--- src/rtl/multicycle_controller.sv ---
// Multi-cycle RV32I control FSM: sequences FETCH/DECODE/EXEC/MEM/WB over the shared datapath.
// Optional build macro ILLEGAL_TRAP_EN: unknown opcodes trap instead of executing as NOPs.
module multicycle_controller #(
  parameter int unsigned MEM_TIMEOUT = 0,
  parameter int unsigned TIMEOUT_W   = 8
) (
  input  logic       clk,
  input  logic       rst,
  input  logic [6:0] opcode,
  input  logic       branch_taken,
  output logic       imem_req,
  input  logic       imem_ready,
  output logic       dmem_req,
  output logic       dmem_we,
  input  logic       dmem_ready,
  output logic       ir_we,
  output logic       mdr_we,
  output logic [2:0] imm_type,
  output logic       alu_a_sel,
  output logic       alu_b_sel,
  output logic       pc_we,
  output logic [1:0] pc_src,
  output logic       reg_we,
  output logic [1:0] wb_sel,
  output logic       instr_retired,
  output logic       mem_fault,
  output logic       illegal_instr
);

`ifdef ILLEGAL_TRAP_EN
  typedef enum logic [2:0] {
    FETCH  = 3'd0,
    DECODE = 3'd1,
    EXEC   = 3'd2,
    MEM    = 3'd3,
    WB     = 3'd4,
    TRAP   = 3'd5
  } state_t;
`else
  typedef enum logic [2:0] {
    FETCH  = 3'd0,
    DECODE = 3'd1,
    EXEC   = 3'd2,
    MEM    = 3'd3,
    WB     = 3'd4
  } state_t;
`endif

  localparam logic [6:0] OPC_LUI    = 7'b0110111;
  localparam logic [6:0] OPC_AUIPC  = 7'b0010111;
  localparam logic [6:0] OPC_JAL    = 7'b1101111;
  localparam logic [6:0] OPC_JALR   = 7'b1100111;
  localparam logic [6:0] OPC_BRANCH = 7'b1100011;
  localparam logic [6:0] OPC_LOAD   = 7'b0000011;
  localparam logic [6:0] OPC_STORE  = 7'b0100011;
  localparam logic [6:0] OPC_OPIMM  = 7'b0010011;
  localparam logic [6:0] OPC_OP     = 7'b0110011;
`ifdef ILLEGAL_TRAP_EN
  localparam logic [6:0] OPC_FENCE  = 7'b0001111;
  localparam logic [6:0] OPC_SYSTEM = 7'b1110011;
`endif

  localparam logic [TIMEOUT_W-1:0] TMO = TIMEOUT_W'(MEM_TIMEOUT);

  state_t               state, state_nxt;
  logic [TIMEOUT_W-1:0] wait_cnt;
  logic [2:0]           imm_q, imm_nxt;
  logic                 waiting, timed_out;

  logic is_lui, is_auipc, is_jal, is_jalr, is_branch, is_load, is_store, is_opimm, is_op;
  assign is_lui    = (opcode == OPC_LUI);
  assign is_auipc  = (opcode == OPC_AUIPC);
  assign is_jal    = (opcode == OPC_JAL);
  assign is_jalr   = (opcode == OPC_JALR);
  assign is_branch = (opcode == OPC_BRANCH);
  assign is_load   = (opcode == OPC_LOAD);
  assign is_store  = (opcode == OPC_STORE);
  assign is_opimm  = (opcode == OPC_OPIMM);
  assign is_op     = (opcode == OPC_OP);

  // Counter holds the number of consecutive not-ready cycles already spent in FETCH/MEM;
  // a ready in the timeout cycle still completes normally.
  assign waiting   = ((state == FETCH) && !imem_ready) || ((state == MEM) && !dmem_ready);
  assign timed_out = (MEM_TIMEOUT != 0) && waiting && (wait_cnt == TMO);

  always_ff @(posedge clk) begin
    if (rst) begin
      state    <= FETCH;
      wait_cnt <= '0;
      imm_q    <= '0;
    end else begin
      state <= state_nxt;
      imm_q <= imm_nxt;
      if ((MEM_TIMEOUT != 0) && waiting && !timed_out)
        wait_cnt <= wait_cnt + TIMEOUT_W'(1);
      else
        wait_cnt <= '0;
    end
  end

  always_comb begin
    state_nxt     = state;
    imm_nxt       = imm_q;
    imem_req      = 1'b0;
    dmem_req      = 1'b0;
    dmem_we       = 1'b0;
    ir_we         = 1'b0;
    mdr_we        = 1'b0;
    alu_a_sel     = 1'b0;
    alu_b_sel     = 1'b0;
    pc_we         = 1'b0;
    pc_src        = 2'd0;
    reg_we        = 1'b0;
    wb_sel        = 2'd0;
    instr_retired = 1'b0;
    mem_fault     = 1'b0;
    illegal_instr = 1'b0;
    imm_type      = imm_q;

    case (state)
      FETCH: begin
        imem_req = 1'b1;
        if (imem_ready) begin
          ir_we     = 1'b1;
          state_nxt = DECODE;
        end else if (timed_out) begin
          mem_fault = 1'b1;
          state_nxt = FETCH;
        end
      end
      DECODE: begin
        if (is_store)                imm_nxt = 3'd1;
        else if (is_branch)          imm_nxt = 3'd2;
        else if (is_lui || is_auipc) imm_nxt = 3'd3;
        else if (is_jal)             imm_nxt = 3'd4;
        else                         imm_nxt = 3'd0;
        state_nxt = EXEC;
`ifdef ILLEGAL_TRAP_EN
        if (!(is_lui || is_auipc || is_jal || is_jalr || is_branch || is_load || is_store ||
              is_opimm || is_op || (opcode == OPC_FENCE) || (opcode == OPC_SYSTEM)))
          state_nxt = TRAP;
`endif
      end
      EXEC: begin
        alu_a_sel = is_auipc || is_branch || is_jal;
        alu_b_sel = !(is_op || is_branch);
        if (is_load || is_store) begin
          state_nxt = MEM;
        end else if (is_op || is_opimm || is_lui || is_auipc || is_jal || is_jalr) begin
          state_nxt = WB;
        end else begin
          // Branches, FENCE/SYSTEM and (without trapping) unknown opcodes all retire here.
          pc_we         = 1'b1;
          pc_src        = (is_branch && branch_taken) ? 2'd1 : 2'd0;
          instr_retired = 1'b1;
          state_nxt     = FETCH;
        end
      end
      MEM: begin
        dmem_req = 1'b1;
        dmem_we  = is_store;
        if (dmem_ready) begin
          if (is_store) begin
            pc_we         = 1'b1;
            instr_retired = 1'b1;
            state_nxt     = FETCH;
          end else begin
            mdr_we    = 1'b1;
            state_nxt = WB;
          end
        end else if (timed_out) begin
          mem_fault = 1'b1;
          state_nxt = FETCH;
        end
      end
      WB: begin
        reg_we        = 1'b1;
        pc_we         = 1'b1;
        instr_retired = 1'b1;
        wb_sel        = is_load ? 2'd1 : ((is_jal || is_jalr) ? 2'd2 : 2'd0);
        pc_src        = is_jal ? 2'd1 : (is_jalr ? 2'd2 : 2'd0);
        state_nxt     = FETCH;
      end
`ifdef ILLEGAL_TRAP_EN
      TRAP: begin
        illegal_instr = 1'b1;
      end
`endif
      default: state_nxt = FETCH;
    endcase

    // State only resets on the clock edge, so outputs are forced quiet for the whole reset cycle.
    if (rst) begin
      imem_req      = 1'b0;
      dmem_req      = 1'b0;
      dmem_we       = 1'b0;
      ir_we         = 1'b0;
      mdr_we        = 1'b0;
      alu_a_sel     = 1'b0;
      alu_b_sel     = 1'b0;
      pc_we         = 1'b0;
      pc_src        = 2'd0;
      reg_we        = 1'b0;
      wb_sel        = 2'd0;
      instr_retired = 1'b0;
      mem_fault     = 1'b0;
      illegal_instr = 1'b0;
      imm_type      = 3'd0;
    end
  end

endmodule
--- config.mk ---
export PLATFORM = sky130hd
export DESIGN_NAME = multicycle_controller
export DESIGN_NICKNAME = d
export VERILOG_FILES = /design/src/rtl/multicycle_controller.sv
export SDC_FILE = /design/constraint.sdc
export NUM_CORES = 1
export LEC_CHECK = 0
export BUFFER_PORTS_ARGS = -buffer_cell sky130_fd_sc_hd__buf_2
export CAP_MARGIN = 10
export CELL_PAD_IN_SITES_DETAIL_PLACEMENT = 0
export CELL_PAD_IN_SITES_GLOBAL_PLACEMENT = 1
export CORE_MARGIN = 4
export CORE_UTILIZATION = 32
export DETAILED_ROUTE_END_ITERATION = 12
export PLACE_DENSITY = 0.87
export SETUP_SLACK_MARGIN = 0.15
export SLEW_MARGIN = 5
export SYNTH_ARGS = -nofsm -noshare
export SYNTH_HDL_FRONTEND = slang
export SYNTH_SLANG_ARGS = --single-unit
--- constraint.sdc ---
create_clock -name clk -period 3.8 [get_ports clk]
set_input_delay 0.38 -clock clk [delete_from_list [all_inputs] [get_ports clk]]
set_output_delay 0.38 -clock clk [all_outputs]
set_load 0.005 [all_outputs]
==> results of run 1 <==
[cells in the final DEF, fill, tap and decap left out, types with 2 or more instances in the layout]
| master | Yosys | routed |
|---|---|---|
| a21oi_1 | 5 | 5 |
| and2_1 | 3 | 3 |
| buf_2 | 0 | 28 |
| clkbuf_4 | 0 | 3 |
| conb_1 | 1 | 2 |
| dfxtp_1 | 6 | 6 |
| inv_1 | 4 | 4 |
| nand2_1 | 10 | 10 |
| nand3_1 | 5 | 5 |
| nand4b_1 | 2 | 2 |
| nor2_1 | 6 | 6 |
| nor2b_1 | 6 | 6 |
| nor3_1 | 3 | 3 |
| nor4b_1 | 2 | 2 |
| o21ai_0 | 2 | 2 |
| or3b_2 | 2 | 2 |
[per-layer routing]
layer,wire [µm],vias to the layer above
li1,-,349
met1,716,294
met2,731,24
met3,115,2
met4,9,0
met5,0,-
[worst register-to-register path, stage by stage (launching register included)]
cell,delay [ps]
dfxtp_1,510
or3b_2,550
a2111o_1,300
a21oi_1,140
[flip-flops by register name, indices dropped and copies added, names as in the netlist]
| signal | cells |
|---|---|
| imm_q | 3 |
| state | 3 |
[logic make-up (layout without fill, tap and decap cells)]
group / Yosys count / count (layout) / synth area share [%]
other: 1 / 2 / 0.603
buffers and inverters: 12 / 35 / 10.7
XOR/XNOR: 1 / 1 / 1.41
AO/OA/AOI/OAI: 17 / 17 / 21.1
flip-flops: 6 / 6 / 19.3
AND/OR/NAND/NOR: 48 / 48 / 46.9
[power by group through the flow]
stage / combinational, mW / clock [mW] / sequential [mW]
4_1_cts: 0.0402 / 0.0601 / 0.0695
6_report: 0.0400 / 0.0562 / 0.0695
5_1_grt: 0.0454 / 0.0631 / 0.0700
3_5_place_dp: 0.0400 / 0 / 0.0707
3_3_place_gp: 0.0395 / 0 / 0.0706
2_1_floorplan: 0.0306 / 0 / 0.0678
[worst min-delay path by stage]
stage,endpoint,slack (ps),cells after the start
after CTS,imm_q[0],430,2
after global placement,imm_q[1],440,2
after detailed placement,imm_q[2],450,2
after floorplan,imm_q[1],430,2
final,imm_q[0],450,2
after global routing,imm_q[2],480,2
[synth_stat cells, types with 2 or more instances]
library cell	n
nand4b_1	2
nor4b_1	2
dfxtp_1	6
buf_4	3
o21ai_0	2
nor3_1	3
or3b_2	2
clkbuf_1	4
nor2_1	6
and2_1	3
a21oi_1	5
nor2b_1	6
nand3_1	5
inv_1	4
nand2_1	10
[layout make-up]
cell class                      instances  share of cell area (%)
Clock buffer                            3                    2.93
Sequential cell                         6                    15.6
Multi-Input combinational cell         68                    57.2
Tap cell                               25                    4.07
Timing Repair Buffer                   28                    18.2
Inverter                                4                    1.95
==> results.py, run 1 <==
metrics = {
    "run_status": {
        "outcome": "finished clean",
    },
    "drt": {
        "post_drt_wl_per_cell_um": 11.7,
        "drt_first_pass_iters": 4,
        "vias": 669,
        "route.detailed.drc": 0,
        "routed_wl_um": 1570,
        "drtIter0Drc": 12,
        "postRouteAntennaNets": 0,
        "viasPerCell": 4.99,
    },
    "cells_and_area": {
        "nets": 123,
        "regArea_um2": 120,
        "layout-drive-gt1-share_pct": 34.9,
        "num_antenna_cells": 0,
        "multi_input_area_um2": 439,
        "final_core_util_pct": 43.1,
        "fin_area_um2": 768,
        "area_growth_pct": 23.5,
        "finalNonFillerCells": 134,
        "fillers": 196,
    },
    "global_routing": {
        "grt_antenna_before_repair": 0,
        "grt_max_degree": 13,
        "use_met2_pct": 20.5,
        "grt_pass1_vias": 603,
        "busiest_layer": "met2",
        "grt_util_met1_pct": 14.8,
        "grt_use_met3_pct": 1.72,
        "grtUsageTotal_pct": 12.1,
        "grt_pass1_wl_um": 2530,
        "grt_overflow": 0,
    },
    "clock_tree": {
        "path_clk_slew_ps": 40,
        "hold_buffers": 0,
        "cts.sinks": 6,
        "cts_resized": 0,
        "cts_tree": "built",
        "post_cts_buffers": 0,
        "cts-root-buf": "clkbuf_4",
        "clk_latency_ps": 240,
        "clk_path_buf_depth": 2,
        "cts_buffers": 3,
        "htreeDepth": 1,
    },
    "sta": {
        "worst_slew_pin_slew_ps": 744,
        "hold_violations": 0,
        "rsz0062_at_grt": "false",
        "setup_tns_ps": 0,
        "fin_crit_ps": 2270,
        "setup_viol": 0,
        "hold_ws_ps": 446,
        "period_share_pct": 59.7,
        "relSlewSlack_pct": 49.7,
        "max_freq_mhz": 441,
        "skew_ps": 0.435,
        "drv_slew": 0,
        "worst_slack_ps": 1530,
    },
    "setup_path": {
        "timing.reg2reg.setup_slack_ps": 2230,
        "path_class": "primary input to output pin",
        "r2r-end": "imm_q[0]",
        "cp-start-kind": "primary input",
        "r2r_cells": 3,
        "cp_common_cell": "buf_2",
        "cp-endpoint": "instr_retired",
        "worstPathCellList": "buf_2 > nor2_1 > nor4b_1 > nand2_1 > o221ai_1 > buf_2",
        "timing.rr.start": "state[0]",
        "critical-path-top-delay-family": "simple AND/OR/NAND/NOR gates",
        "crit_cells": 6,
        "crit_buf_inv": 2,
        "slowest_delay_ps": 640,
        "arrival_ps": 1890,
        "worstSetupStartpoint": "opcode[2]",
        "cp.required_ps": 3420,
        "worstSetupEndpointType": "output pin",
        "path_max_fanout": 7,
        "crit_path_top_delay_cell": "nor4b_1",
    },
    "place": {
        "dp_worst_setup_slack_ps": 1570,
        "finalWeightedCongestion": 0.885,
        "placedCellCount": 131,
        "io_buffers": 28,
        "place_hpwl_um": 1280,
        "placed_area_um2": 746,
    },
    "pwr": {
        "leakage_nw": 0.366,
        "p_clk_share_pct": 33.9,
        "p_int_mw": 0.118,
        "seq_power_share_pct": 41.9,
        "switchingPower_mw": 0.0475,
        "fin_total_pwr_mw": 0.166,
        "swShare_pct": 28.7,
        "power_density_nw_per_um2": 216,
        "irDropWorstVdd_uv": 135,
        "combPwrFrac_pct": 24.1,
    },
    "die": {
        "die_w_um": 52.1,
        "die-area_um2": 2710,
        "io_pins": 31,
        "rows": 15,
        "start_util_pct": 34.9,
        "fp.coreArea_um2": 1780,
        "die_h_um": 52.1,
    },
    "synthesis": {
        "ys.flop_type": "dfxtp_1",
        "synthArstFlopShare_pct": 0,
        "synth-seq-cells": 6,
        "synth_top_cell_by_area": "dfxtp_1",
        "synthTopCellsByArea": "dfxtp_1 (19%), nand2_1 (6.0%), nor2b_1 (6.0%)",
        "syn_area_per_cell_um2": 7.32,
        "synthesis.area_um2": 622,
        "ys_seq_area_share_pct": 19.3,
        "syn_inst": 85,
        "synth_cell_type_count": 37,
        "synth_top_area_share_pct": 19.3,
        "ys.warnings.count": 0,
        "synth_edf_count": 0,
    },
    "hold_path": {
        "hp-start": "rst",
        "hold_class": "primary input to flop",
    },
    "flow_run": {
        "maxCapViolCount": 0,
    },
}
(Power assumes the default switching activity.)
==> run 2, diff against run 1 <==
--- a/config.mk
+++ b/config.mk
@@ -5,14 +5,16 @@
 export SDC_FILE = /design/constraint.sdc
 export NUM_CORES = 1
 export LEC_CHECK = 0
+export ABC_AREA = 1
 export BUFFER_PORTS_ARGS = -buffer_cell sky130_fd_sc_hd__buf_2
 export CAP_MARGIN = 10
 export CELL_PAD_IN_SITES_DETAIL_PLACEMENT = 0
 export CELL_PAD_IN_SITES_GLOBAL_PLACEMENT = 1
+export CORE_ASPECT_RATIO = 1.5
 export CORE_MARGIN = 4
-export CORE_UTILIZATION = 32
+export CORE_UTILIZATION = 25
 export DETAILED_ROUTE_END_ITERATION = 12
-export PLACE_DENSITY = 0.87
+export PLACE_DENSITY = 0.78
 export SETUP_SLACK_MARGIN = 0.15
 export SLEW_MARGIN = 5
 export SYNTH_ARGS = -nofsm -noshare
==> constraint.sdc (replaced) <==
create_clock -name clk -period 1.9 [get_ports clk]
set_input_delay 0.19 -clock clk [delete_from_list [all_inputs] [get_ports clk]]
set_output_delay 0.19 -clock clk [all_outputs]
set_load 0.005 [all_outputs]
==> results.py, run 2 <==
metrics = {
    "synthesis": {
        "synth_top_cell_by_area": "dfxtp_1",
        "ys.flop_type": "dfxtp_1",
        "synthTopCellsByArea": "dfxtp_1 (20%), nand2_1 (14%), inv_1 (12%)",
        "ys.warnings.count": 0,
        "syn_inst": 110,
        "synthArstFlopShare_pct": 0,
        "ys_seq_area_share_pct": 19.6,
        "synth_edf_count": 0,
        "synth-seq-cells": 6,
        "synthesis.area_um2": 614,
        "syn_area_per_cell_um2": 5.58,
        "synth_cell_type_count": 20,
        "synth_most_common_cell": "nand2_1",
        "synth_top_area_share_pct": 19.6,
        "synth_common_cells": "nand2_1 (23), inv_1 (19), nor2_1 (19)",
    },
    "cells_and_area": {
        "fillers": 275,
        "fin_area_um2": 782,
        "area_growth_pct": 27.3,
        "regArea_um2": 120,
        "final_core_util_pct": 34.2,
        "top_regs": "imm_q: 3 flops, state: 3 flops",
        "num_antenna_cells": 0,
        "final_cell_mix": "buf_2 (28), nand2_1 (23), inv_1 (19), nor2_1 (19), nand3_1 (10)",
        "multi_input_area_um2": 388,
        "layout-drive-gt1-share_pct": 32.6,
        "nets": 152,
        "layout_commonest_cell": "buf_2",
    },
    "drt": {
        "drtIter0Drc": 14,
        "viasPerCell": 4.69,
        "route.detailed.drc": 0,
        "drt_first_pass_iters": 4,
        "routed_wl_um": 1670,
        "postRouteAntennaNets": 0,
        "vias": 755,
        "post_drt_wl_per_cell_um": 10.3,
    },
    "die": {
        "io_pins": 31,
        "fp.coreArea_um2": 2290,
        "start_util_pct": 26.9,
        "die_h_um": 68.7,
        "rows": 21,
        "die_w_um": 48.5,
        "die-area_um2": 3330,
    },
    "global_routing": {
        "grt_pass1_vias": 772,
        "grt_pass1_wl_um": 2950,
        "grt_max_degree": 13,
        "grt_antenna_before_repair": 0,
        "grt_overflow": 0,
        "grtUsageTotal_pct": 11.2,
    },
    "setup_path": {
        "arrival_ps": 1440,
        "path_max_fanout": 5,
        "r2r_cells": 6,
        "worstSetupEndpointType": "output pin",
        "cp.required_ps": 1710,
        "cp-start-kind": "flop",
        "path_class": "flop to output pin",
    },
    "clock_tree": {
        "clk_path_buf_depth": 2,
        "clk_latency_ps": 250,
        "cts_buffers": 3,
        "hold_buffers": 0,
        "cts_resized": 0,
        "cts-root-buf": "clkbuf_4",
        "post_cts_buffers": 0,
        "htreeDepth": 1,
        "cts_tree": "built",
        "cts.sinks": 6,
        "path_clk_slew_ps": 50,
    },
    "pwr": {
        "leakage_nw": 0.436,
        "irDropWorstVdd_uv": 196,
        "power_density_nw_per_um2": 502,
    },
    "sta": {
        "period_share_pct": 85.7,
        "drv_slew": 0,
        "fin_crit_ps": 1630,
        "setup_viol": 0,
        "max_freq_mhz": 614,
        "rsz0062_at_grt": "false",
        "setup_tns_ps": 0,
        "hold_violations": 0,
        "worst_slack_ps": 271,
        "skew_ps": 5.70,
        "hold_ws_ps": 258,
    },
    "hold_path": {
        "hold_class": "primary input to flop",
        "hold_path_depth": 2,
    },
    "run_status": {
        "outcome": "finished clean",
    },
    "flow_run": {
        "maxCapViolCount": 0,
    },
    "place": {
        "place_hpwl_um": 1460,
        "dp_worst_setup_slack_ps": 527,
        "placed_area_um2": 759,
        "io_buffers": 28,
        "finalWeightedCongestion": 0.763,
    },
}
## run 2: cell types whose count changed after synthesis, moves of 3 or more
cell      before  now
clkbuf_1       4    0
nand2_2        0    3
nand3_1        5   10
inv_2          0    3
nor2_1         6   19
inv_1          4   19
nor2b_1        6    0
and2_1         3    0
nand2_1       10   23
o21ai_1        0    3
## run 2: final timing paths
| check | slack [ps] | end | from |
|---|---|---|---|
| max | 270 | pc_src[0] | state[0] |
| min | 260 | state[0] | rst |
| max reg2reg | 740 | imm_q[0] | state[2] |
| min reg2reg | 520 | imm_q[1] | imm_q[1] |
## run 2: through the flow
step / total power [mW] / cells
floorplan: 0.235 / 111
global placement: 0.270 / 158
detailed placement: 0.273 / 158
CTS: 0.398 / 161
global route: 0.422 / 161
finish: 0.392 / 161
## run 2: cells by family (layout without fill, tap and decap cells)
kind of cell    Yosys count  after routing  share of synthesized area, %
simple gates             66             66                          51.3
flops                     6              6                          19.6
compound gates           11             11                          10.6
buf+inv                  26             53                          17.9
other cells               1              2                         0.610
## run 2: cell type report
type,instances,share of cell area [%]
clock buffer,3,2.88
tap,23,3.68
inverter,22,10.6
multi-input combinational,79,49.6
sequential,6,15.4
timing repair buffer,28,17.9
## run 2: metal layers
metal / vias up / share of wire (%) / track usage [%]
li1: 395 / - / -
met4: 0 / 3.4 / 9.09
met5: - / 0 / 0
met1: 328 / 37 / 10.9
met2: 26 / 55 / 21.4
met3: 6 / 4.7 / 1.08
## run 2: worst max-delay path, stage by stage, from the launching register on
cell	delay, ps
dfxtp_1	350
nor2_1	200
nand2_1	120
inv_1	100
nand2_2	90
a22oi_1	180
buf_2	140
## run 2: power breakdown
part | internal (mW) | switching [mW]
Sequential | 0.136 | 0.00915
Combinational | 0.0455 | 0.0792
Clock | 0.0718 | 0.0507
Total | 0.253 | 0.139
==> run 3, diff against run 2 <==
--- a/config.mk
+++ b/config.mk
@@ -15,6 +15,7 @@
 export CORE_UTILIZATION = 25
 export DETAILED_ROUTE_END_ITERATION = 12
 export PLACE_DENSITY = 0.78
+export RECOVER_POWER = 25
 export SETUP_SLACK_MARGIN = 0.15
 export SLEW_MARGIN = 5
 export SYNTH_ARGS = -nofsm -noshare
==> results.py, run 3 (synthesis results as in run 2) <==
metrics = {
    "clock_tree": {
        "clk_path_buf_depth": 2,
        "cts_buffers": 3,
        "path_clk_slew_ps": 50,
        "clk_latency_ps": 250,
        "htreeDepth": 1,
        "hold_buffers": 0,
        "cts_tree": "built",
        "cts-root-buf": "clkbuf_4",
        "cts.sinks": 6,
        "post_cts_buffers": 0,
        "cts_resized": 0,
    },
    "sta": {
        "period_share_pct": 85.8,
        "rsz0062_at_grt": "false",
        "setup_viol": 0,
        "setup_tns_ps": 0,
        "hold_violations": 0,
        "drv_slew": 0,
        "max_freq_mhz": 613,
        "fin_crit_ps": 1630,
        "worst_slack_ps": 269,
        "skew_ps": 5.59,
    },
    "setup_path": {
        "worstPathCellList": "nor2_1 > nand2_1 > inv_1 > nand2_2 > a22oi_1 > buf_2",
        "arrival_ps": 1440,
        "cp.required_ps": 1710,
        "path_max_fanout": 5,
        "worstSetupEndpointType": "output pin",
        "path_class": "flop to output pin",
        "slowest_delay_ps": 350,
        "cp-start-kind": "flop",
        "crit_path_top_delay_cell": "dfxtp_1",
    },
    "die": {
        "start_util_pct": 26.9,
        "fp.coreArea_um2": 2290,
        "die_w_um": 48.5,
        "die-area_um2": 3330,
        "io_pins": 31,
        "die_h_um": 68.7,
        "rows": 21,
    },
    "global_routing": {
        "grt_antenna_before_repair": 0,
        "grt_pass1_vias": 772,
        "grt_max_degree": 13,
        "grt_overflow": 0,
        "grtUsageTotal_pct": 11.2,
        "grt_pass1_wl_um": 2950,
    },
    "hold_path": {
        "hold_class": "primary input to flop",
    },
    "cells_and_area": {
        "final_cell_mix": "buf_2 (25), nand2_1 (23), inv_1 (19), nor2_1 (19), nand3_1 (10)",
        "nets": 152,
        "layout_commonest_cell": "buf_2",
        "layout-drive-gt1-share_pct": 31.2,
        "regArea_um2": 120,
        "num_antenna_cells": 0,
        "top_regs": "imm_q: 3 flops, state: 3 flops",
        "fillers": 276,
        "area_growth_pct": 26.9,
        "multi_input_area_um2": 388,
    },
    "pwr": {
        "switchingPower_mw": 0.139,
        "swShare_pct": 35.5,
        "power_density_nw_per_um2": 503,
        "p_int_mw": 0.253,
        "p_clk_share_pct": 31.2,
        "irDropWorstVdd_uv": 197,
        "seq_power_share_pct": 37.1,
        "leakage_nw": 0.427,
        "fin_total_pwr_mw": 0.392,
        "combPwrFrac_pct": 31.8,
    },
    "drt": {
        "vias": 760,
        "routed_wl_um": 1670,
        "drtIter0Drc": 14,
        "route.detailed.drc": 0,
        "post_drt_wl_per_cell_um": 10.3,
        "postRouteAntennaNets": 0,
        "drt_first_pass_iters": 4,
        "viasPerCell": 4.72,
    },
    "place": {
        "io_buffers": 28,
        "finalWeightedCongestion": 0.763,
        "dp_worst_setup_slack_ps": 527,
        "place_hpwl_um": 1460,
    },
    "flow_run": {
        "maxCapViolCount": 0,
    },
    "run_status": {
        "outcome": "finished clean",
    },
}
[run 3: layout make-up]
| class | instances | share of cell area, % |
|---|---|---|
| timing repair buffer | 28 | 17.7 |
| inverter | 22 | 10.6 |
| sequential | 6 | 15.4 |
| clock buffer | 3 | 2.89 |
| multi-input combinational | 79 | 49.8 |
| tap | 23 | 3.69 |
[run 3: through the flow]
step	utilization, %	cell area (µm²)	hold WS [ps]	std cells
4_1_cts	34.2	782	260	161
3_5_place_dp	33.2	759	518	158
2_1_floorplan	-	618	383	111
5_1_grt	34.1	779	286	161
3_3_place_gp	33.2	759	507	158
6_report	34.1	779	260	161
[run 3: final timing paths]
check / from / end / slack [ps] / depth (start not counted)
worst max register to register: state[2] / imm_q[2] / 720 / 5
worst min register to register: imm_q[1] / imm_q[1] / 520 / 4
worst max-delay path: state[0] / pc_src[0] / 270 / 6
worst min-delay path: rst / state[0] / 260 / 2
[run 3: per-layer routing]
layer	routed length (µm)	share of wire [%]	track usage (%)
met5	0	0	0
met4	56	3.4	9.09
met3	88	5.3	1.08
met2	916	55	21.4
met1	604	36	10.9
[run 3: critical path, delay by kind of cell (launching register included)]
family          cells  cell delay [ps]
simple gates        3              410
flops               1              350
buf+inv             2              240
compound gates      1              180
[run 3: power groups by stage]
stage / registers, mW / logic (mW) / clock network (mW)
floorplan: 0.146 / 0.0889 / 0
CTS: 0.146 / 0.125 / 0.127
global route: 0.147 / 0.144 / 0.131
finish: 0.145 / 0.125 / 0.122
detailed placement: 0.148 / 0.125 / 0
global placement: 0.147 / 0.123 / 0
